==> src/rtl/rtc_access_sched.sv <==
// RTC access scheduler: arbitrates host writes, host reads and periodic
// polls onto a single RTC driver read/write handshake.
module rtc_access_sched #(
  parameter int          POLL_CYCLES    = 50_000_000,
  parameter int          TIMEOUT_CYCLES = 1_000_000,
  parameter logic [55:0] DEFAULT_TIME   = 56'h16_02_12_13_13_10_01
) (
  input  logic        clk,
  input  logic        rst,
  input  logic        host_wr_req,
  input  logic [55:0] host_wr_time,
  output logic        host_wr_ack,
  input  logic        host_rd_req,
  output logic        host_rd_ack,
  output logic [55:0] time_out,
  output logic        time_valid,
  output logic        busy,
  output logic        timeout_err,
  output logic        drv_wr_req,
  input  logic        drv_wr_ack,
  output logic [55:0] drv_wr_time,
  output logic        drv_rd_req,
  input  logic        drv_rd_ack,
  input  logic [55:0] drv_rd_time
);

  localparam int PW = (POLL_CYCLES > 1) ? $clog2(POLL_CYCLES) : 1;
  localparam int TW = (TIMEOUT_CYCLES > 1) ? $clog2(TIMEOUT_CYCLES) : 1;
  localparam logic [PW-1:0] POLL_LAST = PW'(POLL_CYCLES - 1);
  localparam logic [TW-1:0] TO_LAST   = TW'(TIMEOUT_CYCLES - 1);
  // Bit 7 of the seconds byte is the RTC clock-halt flag.
  localparam logic [55:0] HALT_BIT  = 56'h80;

  typedef enum logic [2:0] {
    S_BOOT_RD,
    S_BOOT_WR,
    S_IDLE,
    S_WR,
    S_RD
  } state_t;

  state_t        state_q;
  logic [PW-1:0] poll_cnt_q;
  logic [PW-1:0] poll_cnt_d;
  logic          poll_wrap;
  logic          poll_pending_q;
  logic [TW-1:0] to_cnt_q;
  logic          to_hit;
  logic          rd_host_q;
  logic          host_wr_ack_q;
  logic          host_rd_ack_q;
  logic [55:0]   time_out_q;
  logic          time_valid_q;
  logic          timeout_err_q;
  logic          drv_wr_req_q;
  logic          drv_rd_req_q;
  logic [55:0]   drv_wr_time_q;

  always_comb begin
    poll_wrap  = (poll_cnt_q == POLL_LAST);
    poll_cnt_d = poll_wrap ? '0 : poll_cnt_q + 1'b1;
    to_hit     = (to_cnt_q == TO_LAST);
  end

  always_ff @(posedge clk or posedge rst) begin
    if (rst) begin
      state_q        <= S_BOOT_RD;
      poll_cnt_q     <= '0;
      poll_pending_q <= 1'b0;
      to_cnt_q       <= '0;
      rd_host_q      <= 1'b0;
      host_wr_ack_q  <= 1'b0;
      host_rd_ack_q  <= 1'b0;
      time_out_q     <= '0;
      time_valid_q   <= 1'b0;
      timeout_err_q  <= 1'b0;
      drv_wr_req_q   <= 1'b0;
      drv_rd_req_q   <= 1'b0;
      drv_wr_time_q  <= '0;
    end else begin
      host_wr_ack_q <= 1'b0;
      host_rd_ack_q <= 1'b0;
      poll_cnt_q    <= poll_cnt_d;
      if (poll_wrap) poll_pending_q <= 1'b1;
      unique case (state_q)
        S_BOOT_RD: begin
          if (!drv_rd_req_q) begin
            drv_rd_req_q <= 1'b1;
            to_cnt_q     <= '0;
          end else if (drv_rd_ack) begin
            drv_rd_req_q <= 1'b0;
            to_cnt_q     <= '0;
            if (drv_rd_time[7]) begin
              state_q       <= S_BOOT_WR;
              drv_wr_req_q  <= 1'b1;
              drv_wr_time_q <= DEFAULT_TIME & ~HALT_BIT;
            end else begin
              state_q      <= S_IDLE;
              time_out_q   <= drv_rd_time;
              time_valid_q <= 1'b1;
            end
          end else if (to_hit) begin
            drv_rd_req_q  <= 1'b0;
            timeout_err_q <= 1'b1;
            state_q       <= S_IDLE;
          end else begin
            to_cnt_q <= to_cnt_q + 1'b1;
          end
        end
        S_BOOT_WR: begin
          if (drv_wr_ack) begin
            drv_wr_req_q   <= 1'b0;
            state_q        <= S_RD;
            drv_rd_req_q   <= 1'b1;
            rd_host_q      <= 1'b0;
            poll_pending_q <= 1'b0;
            to_cnt_q       <= '0;
          end else if (to_hit) begin
            drv_wr_req_q  <= 1'b0;
            timeout_err_q <= 1'b1;
            state_q       <= S_IDLE;
          end else begin
            to_cnt_q <= to_cnt_q + 1'b1;
          end
        end
        S_IDLE: begin
          to_cnt_q <= '0;
          if (host_wr_req) begin
            state_q       <= S_WR;
            drv_wr_req_q  <= 1'b1;
            drv_wr_time_q <= host_wr_time & ~HALT_BIT;
          end else if (host_rd_req || poll_pending_q) begin
            state_q        <= S_RD;
            drv_rd_req_q   <= 1'b1;
            rd_host_q      <= host_rd_req;
            poll_pending_q <= 1'b0;
          end
        end
        S_WR: begin
          if (drv_wr_ack) begin
            drv_wr_req_q   <= 1'b0;
            host_wr_ack_q  <= 1'b1;
            state_q        <= S_RD;
            drv_rd_req_q   <= 1'b1;
            rd_host_q      <= 1'b0;
            poll_pending_q <= 1'b0;
            to_cnt_q       <= '0;
          end else if (to_hit) begin
            drv_wr_req_q  <= 1'b0;
            host_wr_ack_q <= 1'b1;
            timeout_err_q <= 1'b1;
            state_q       <= S_IDLE;
          end else begin
            to_cnt_q <= to_cnt_q + 1'b1;
          end
        end
        S_RD: begin
          if (drv_rd_ack) begin
            drv_rd_req_q  <= 1'b0;
            time_out_q    <= drv_rd_time;
            time_valid_q  <= 1'b1;
            host_rd_ack_q <= rd_host_q;
            state_q       <= S_IDLE;
          end else if (to_hit) begin
            drv_rd_req_q  <= 1'b0;
            host_rd_ack_q <= rd_host_q;
            timeout_err_q <= 1'b1;
            state_q       <= S_IDLE;
          end else begin
            to_cnt_q <= to_cnt_q + 1'b1;
          end
        end
        default: state_q <= S_IDLE;
      endcase
    end
  end

  assign host_wr_ack = host_wr_ack_q;
  assign host_rd_ack = host_rd_ack_q;
  assign time_out    = time_out_q;
  assign time_valid  = time_valid_q;
  assign busy        = (state_q != S_IDLE);
  assign timeout_err = timeout_err_q;
  assign drv_wr_req  = drv_wr_req_q;
  assign drv_wr_time = drv_wr_time_q;
  assign drv_rd_req  = drv_rd_req_q;

endmodule

==> config.mk <==
export PLATFORM = sky130hd
export DESIGN_NAME = rtc_access_sched
export DESIGN_NICKNAME = d
export VERILOG_FILES = /design/src/rtl/rtc_access_sched.sv
export SDC_FILE = /design/constraint.sdc
export NUM_CORES = 1
export LEC_CHECK = 0
export BUFFER_PORTS_ARGS = -buffer_cell sky130_fd_sc_hd__buf_2
export CAP_MARGIN = 20
export CELL_PAD_IN_SITES_DETAIL_PLACEMENT = 0
export CELL_PAD_IN_SITES_GLOBAL_PLACEMENT = 1
export CORE_AREA = 2 2 135 137
export CTS_BUF_LIST = sky130_fd_sc_hd__clkbuf_8
export DETAILED_ROUTE_END_ITERATION = 8
export DIE_AREA = 0 0 137 139
export PLACE_DENSITY = 0.84
export SLEW_MARGIN = 20
export SYNTH_ARGS = -nofsm -noshare
export SYNTH_HDL_FRONTEND = slang
export SYNTH_SLANG_ARGS = --single-unit
==> constraint.sdc <==
create_clock -name clk -period 6.15 [get_ports clk]
set_clock_uncertainty 0.15 [all_clocks]
set_input_delay 0.615 -clock clk [delete_from_list [all_inputs] [get_ports clk]]
set_output_delay 0.615 -clock clk [all_outputs]
set_load 0.02 [all_outputs]
After elaboration in Yosys (flattened, before gate mapping)
Index checks and enable logic that the tools add are counted.

operators by class
  add/subtract/negate cells = 2
  equality and inequality tests = 21
  muxes and demuxes = 66
  reduce and logical (&&, ||, !) cells = 17

operator list
  operator                 count
  $mux W56                 8
  $pmux W56 S2             2
  $mux W20                 5
  $pmux W20 S4             1
  $mux W1                  34
  $add A26 B1 Y26 const B  1
  $eq A26 B26 Y1 const B   1
  $mux W26                 1
  $mux W3                  7
  $add A20 B1 Y20 const B  1
  $eq A20 B20 Y1 const B   1
  $ne A2 B2 Y1 const B     10
  $reduce_and A5 Y1        3
  $pmux W3 S4              1
  $eq A3 B2 Y1 const B     2
  $ne A3 B3 Y1 const B     2
  $pmux W1 S2              3
  $pmux W1 S3              2
  $reduce_and A6 Y1        1
  $reduce_bool A2 Y1       3
  $reduce_bool A3 Y1       2
  $pmux W1 S4              1
  $reduce_and A2 Y1        2
  $reduce_and A4 Y1        1
  11 further kinds         11

storage, ports and cells
  register bits after elaboration = 169
  input bits = 118
  output and inout bits = 119
  word-level logic and storage cells = 119

Logic depth before layout (Yosys ltp)
  depth in word-level cells = 5
  depth in mapped cells = 7
  mapped depth without buffers = 6

Least setup slack after synthesis
No wires, ideal clock.

  path kind = input to register
  start = in drv_rd_ack
  end = reg drv_wr_time_q[10], in the netlist drv_wr_time[10]
  setup time = 0.121 ns
  arrival = 1.800 ns
  required time = 5.879 ns
  path slack = 4.080 ns
  cell stages on the path = 7
  path buffers = 2
  path through = buf_2 nand2_1 nor2_1 nand2_1 a211o_1 buf_2 a22o_1

between the ends
  longest elaborated chain between the ends = 2

RTL lines
  item                                line  text
  start, declared                     23    input logic drv_rd_ack,
  $ne A2 B2 Y1 (no source line)       -
  $reduce_and A5 Y1 (no source line)  -
  end signal, assigned                96    drv_wr_time_q <= DEFAULT_TIME & ~HALT_BIT;
  end signal, assigned                131   drv_wr_time_q <= host_wr_time & ~HALT_BIT;
  end, declared                       57    logic [55:0] drv_wr_time_q;

No other way between the ends.
A chain may end at the register's enable or synchronous reset.

Worst setup path after layout
  start = reg state_q[0]
  end = out busy

between the ends
  longest elaborated chain between the ends = 1

RTL lines
  item                    line  text
  start, declared         42    state_t state_q;
  start signal, assigned  67    state_q <= S_BOOT_RD;
  start signal, assigned  94    state_q <= S_BOOT_WR;
  start signal, assigned  98    state_q <= S_IDLE;
  $ne A3 B2 Y1            182   assign busy = (state_q != S_IDLE);
  end, declared           17    output logic busy,

No other way between the ends.

==> run_results.csv <==
group,metric,value,unit
run_status,status,"completed",
timing,relSlewSlack,49.4,%
critical_path,endpoint_kind,"output port",
routing,vias,5258,
critical_path,path_class,"reg -> out",
routing,drc,0,
yosys,synth.distinct_cells,59,
critical_path,r2r_slack,3.71,ns
power,leakage,4.24,nW
critical_path,r2r-start,"state_q[0]",
clock_tree,clk_latency,0.46,ns
clock_tree,clk_path_buf_depth,2,
timing,max_slew.worst_pin.slew,0.757,ns
timing,timing.final.ws_setup,3.55,ns
critical_path,rr_endpoint,"time_out[38]",
critical_path,cp_slowest_cell,"dfrtp_1",
critical_path,critical_path.top_delay_family,"flip-flops",
routing,wl_per_cell,15.5,µm
clock_tree,htreeDepth,4,
global_routing,antenna_found_initial,2,
critical_path,crit_required,5.38,ns
yosys,avgSynthCellArea,12.6,µm²
power,ir_drop,251,µV
placement,gp_congestion,0.778,
yosys,synth_edf_count,0,
timing,hold_viol,0,
clock_tree,cts_buffers,17,
critical_path,worstPathMaxFanout,16,
clock_tree,clk_pin_slew_worst_paths,0.10,ns
timing,fmax,0.385,GHz
min_path,hold_class,"in -> reg",
yosys,synth_fp_nets,682,
die,fp.dieW,137,µm
critical_path,path_cells,"nand2b_1, nor2_1, inv_1, buf_2",
finish,num-fill-cells,1591,
job,max-cap-violations,0,
die,core_area,17700,µm²
die,start_util,40.1,%
finish,multi_input_area,2720,µm²
critical_path,r2r_cells,4,
placement,post_dp_cell_area,8450,µm²
global_routing,grt_max_degree,110,
routing,drt-total-wl,16.1,mm
yosys,synth-seq-area-share,59.3,%
yosys,ys_ff_latch,168,
die,rows,49,
timing,fin_tns_setup,0,ns
die,io-pin-count,237,
finish,design_area,8940,µm²
min_path,hold_depth,2,
routing,first_pass_iters,4,
critical_path,startpoint_type,"flop",
global_routing,track_usage,17.0,%
critical_path,cpPeakStageDelay,0.60,ns
clock_tree,cts.sinks,168,
yosys,syn_inst,562,
placement,io_buffer_count,234,
critical_path,arrival,1.84,ns
yosys,ys_warn_count,0,
timing,min_period_over_period,42.3,%
yosys,synth_top_flop_cell,"dfrtp_1",
yosys,ys_async_sr_fraction,100,%
clock_tree,clockRootBuffer,"clkbuf_8",
finish,drive_gt1_share,39.1,%
finish,mostFrequentLayoutCell,"buf_2",
finish,fin_nets,915,
clock_tree,post-cts-setup-buffer-count,0,
die,dieArea,19000,µm²
min_path,whs_endpoint,"time_out[6]",
power,p_per_area,460,nW/µm²
timing,min_period,2.60,ns
finish,layout_common_cells,"234 x buf_2, 168 x dfrtp_1, 41 x a22o_1",
routing,drt_iter0_drc,296,
finish,syn2layout_area_growth,26.2,%
placement,dp_slack,3.56,ns
yosys,syn_area,7090,µm²
routing,antenna_left,0,
global_routing,grt_remaining_overflow,0,
clock_tree,cts_tree,"done",
min_path,hp-start,"drv_rd_time[6]",
finish,seqCellArea,4200,µm²
critical_path,crit_buf_inv,2,
timing,rsz0062_at_grt,"no",
global_routing,grt_pass1_wl,25.6,mm
timing,slew_violations,0,
die,fp.dieH,139,µm
placement,dp.final_hpwl,11.2,mm
timing,finalSetupViolCount,0,
routing,routed_via_density,5.06,
global_routing,grt_pass1_vias,5158,
[where the power goes]
group	total, W	switching [W]	internal, W
Combinational	0.00156	0.000938	0.000620
Clock	0.000888	0.000436	0.000452
Sequential	0.00167	0.000207	0.00146
[synthesized netlist by cell type (all sizes together), types with 4 or more instances]
cell type,instances,area share [%]
a22o,41,5.1
nor2b,4,0.35
o22a,16,2.0
nand3,18,1.3
clkbuf,7,0.37
nand2b,5,0.44
o21ai,10,0.71
buf,21,1.7
nand4,15,1.5
xor2,14,1.7
mux2,55,8.7
and4,6,0.74
and2,6,0.55
nor3,10,0.78
xnor2,22,2.7
nand3b,4,0.42
nor2,45,2.7
and3,5,0.49
a21oi,12,0.85
nand2,24,1.3
dfrtp,168,59
nor4,10,1.5
inv,7,0.37
a31oi,6,0.53
[stage by stage]
step,utilization [%],std cells,hold WS [ns],total power (W)
3_3_place_gp,47.9,1003,0.297,0.00323
4_1_cts,50.4,1035,0.171,0.00417
5_1_grt,50.6,1038,0.168,0.00437
6_report,50.7,1039,0.206,0.00412
2_1_floorplan,-,562,0.291,0.00271
3_5_place_dp,47.9,1003,0.302,0.00327
[sequential cells by signal (all words and copies together), names as in the netlist]
register	flops
host_wr_ack	1
host_rd_ack	1
drv_wr_req	1
drv_wr_time	55
poll_pending_q	1
state_q	3
drv_rd_req	1
timeout_err	1
time_valid	1
rd_host_q	1
poll_cnt_q	26
time_out	56
to_cnt_q	20
[area by class of cell]
| type | count | share of cell area (%) |
|---|---|---|
| antenna | 2 | 0.0560 |
| clock buffer | 17 | 2.62 |
| clock inverter | 15 | 2.36 |
| inverter | 7 | 0.350 |
| multi-input combinational | 359 | 30.4 |
| sequential | 168 | 47.0 |
| tap | 229 | 3.20 |
| timing repair buffer | 242 | 14.0 |
[timing repair]
action,in CTS,in global routing
hold buffers,0,1
resized for setup,0,0
hold endpoints to repair,0,28
[how the worst max path moves through the flow]
stage | from | end | slack (ns) | cells past startpoint
2_1_floorplan | rst | drv_rd_req | 0.84 | 1
3_3_place_gp | drv_rd_ack | drv_wr_time[20] | 3.57 | 6
3_5_place_dp | drv_rd_ack | drv_wr_time[12] | 3.56 | 6
4_1_cts | state_q[0] | busy | 3.54 | 4
5_1_grt | state_q[0] | busy | 3.44 | 4
6_report | state_q[0] | busy | 3.55 | 4
[routing by layer]
layer,routed length (µm),part of all wire (%),track usage [%],up-vias
li1,-,-,-,2501
met1,6960,43,20.9,2544
met2,7620,47,27.7,177
met3,1130,7.0,4.86,36
met4,436,2.7,7.27,0
met5,0,0,0,-
[kinds of logic (layout without fill, tap and decap cells)]
group           count (synthesis)  in the layout  share of synthesized area (%)
mux                            56             56                           8.88
fa+ha+maj                       2              2                          0.353
xor+xnor                       36             36                           4.45
simple gates                  161            161                           13.1
compound gates                103            103                           11.4
flops                         168            168                           59.3
buf+inv                        35            281                           2.44
other cells                     1              3                         0.0529
Note: power is estimated with default switching activity, not from simulation.
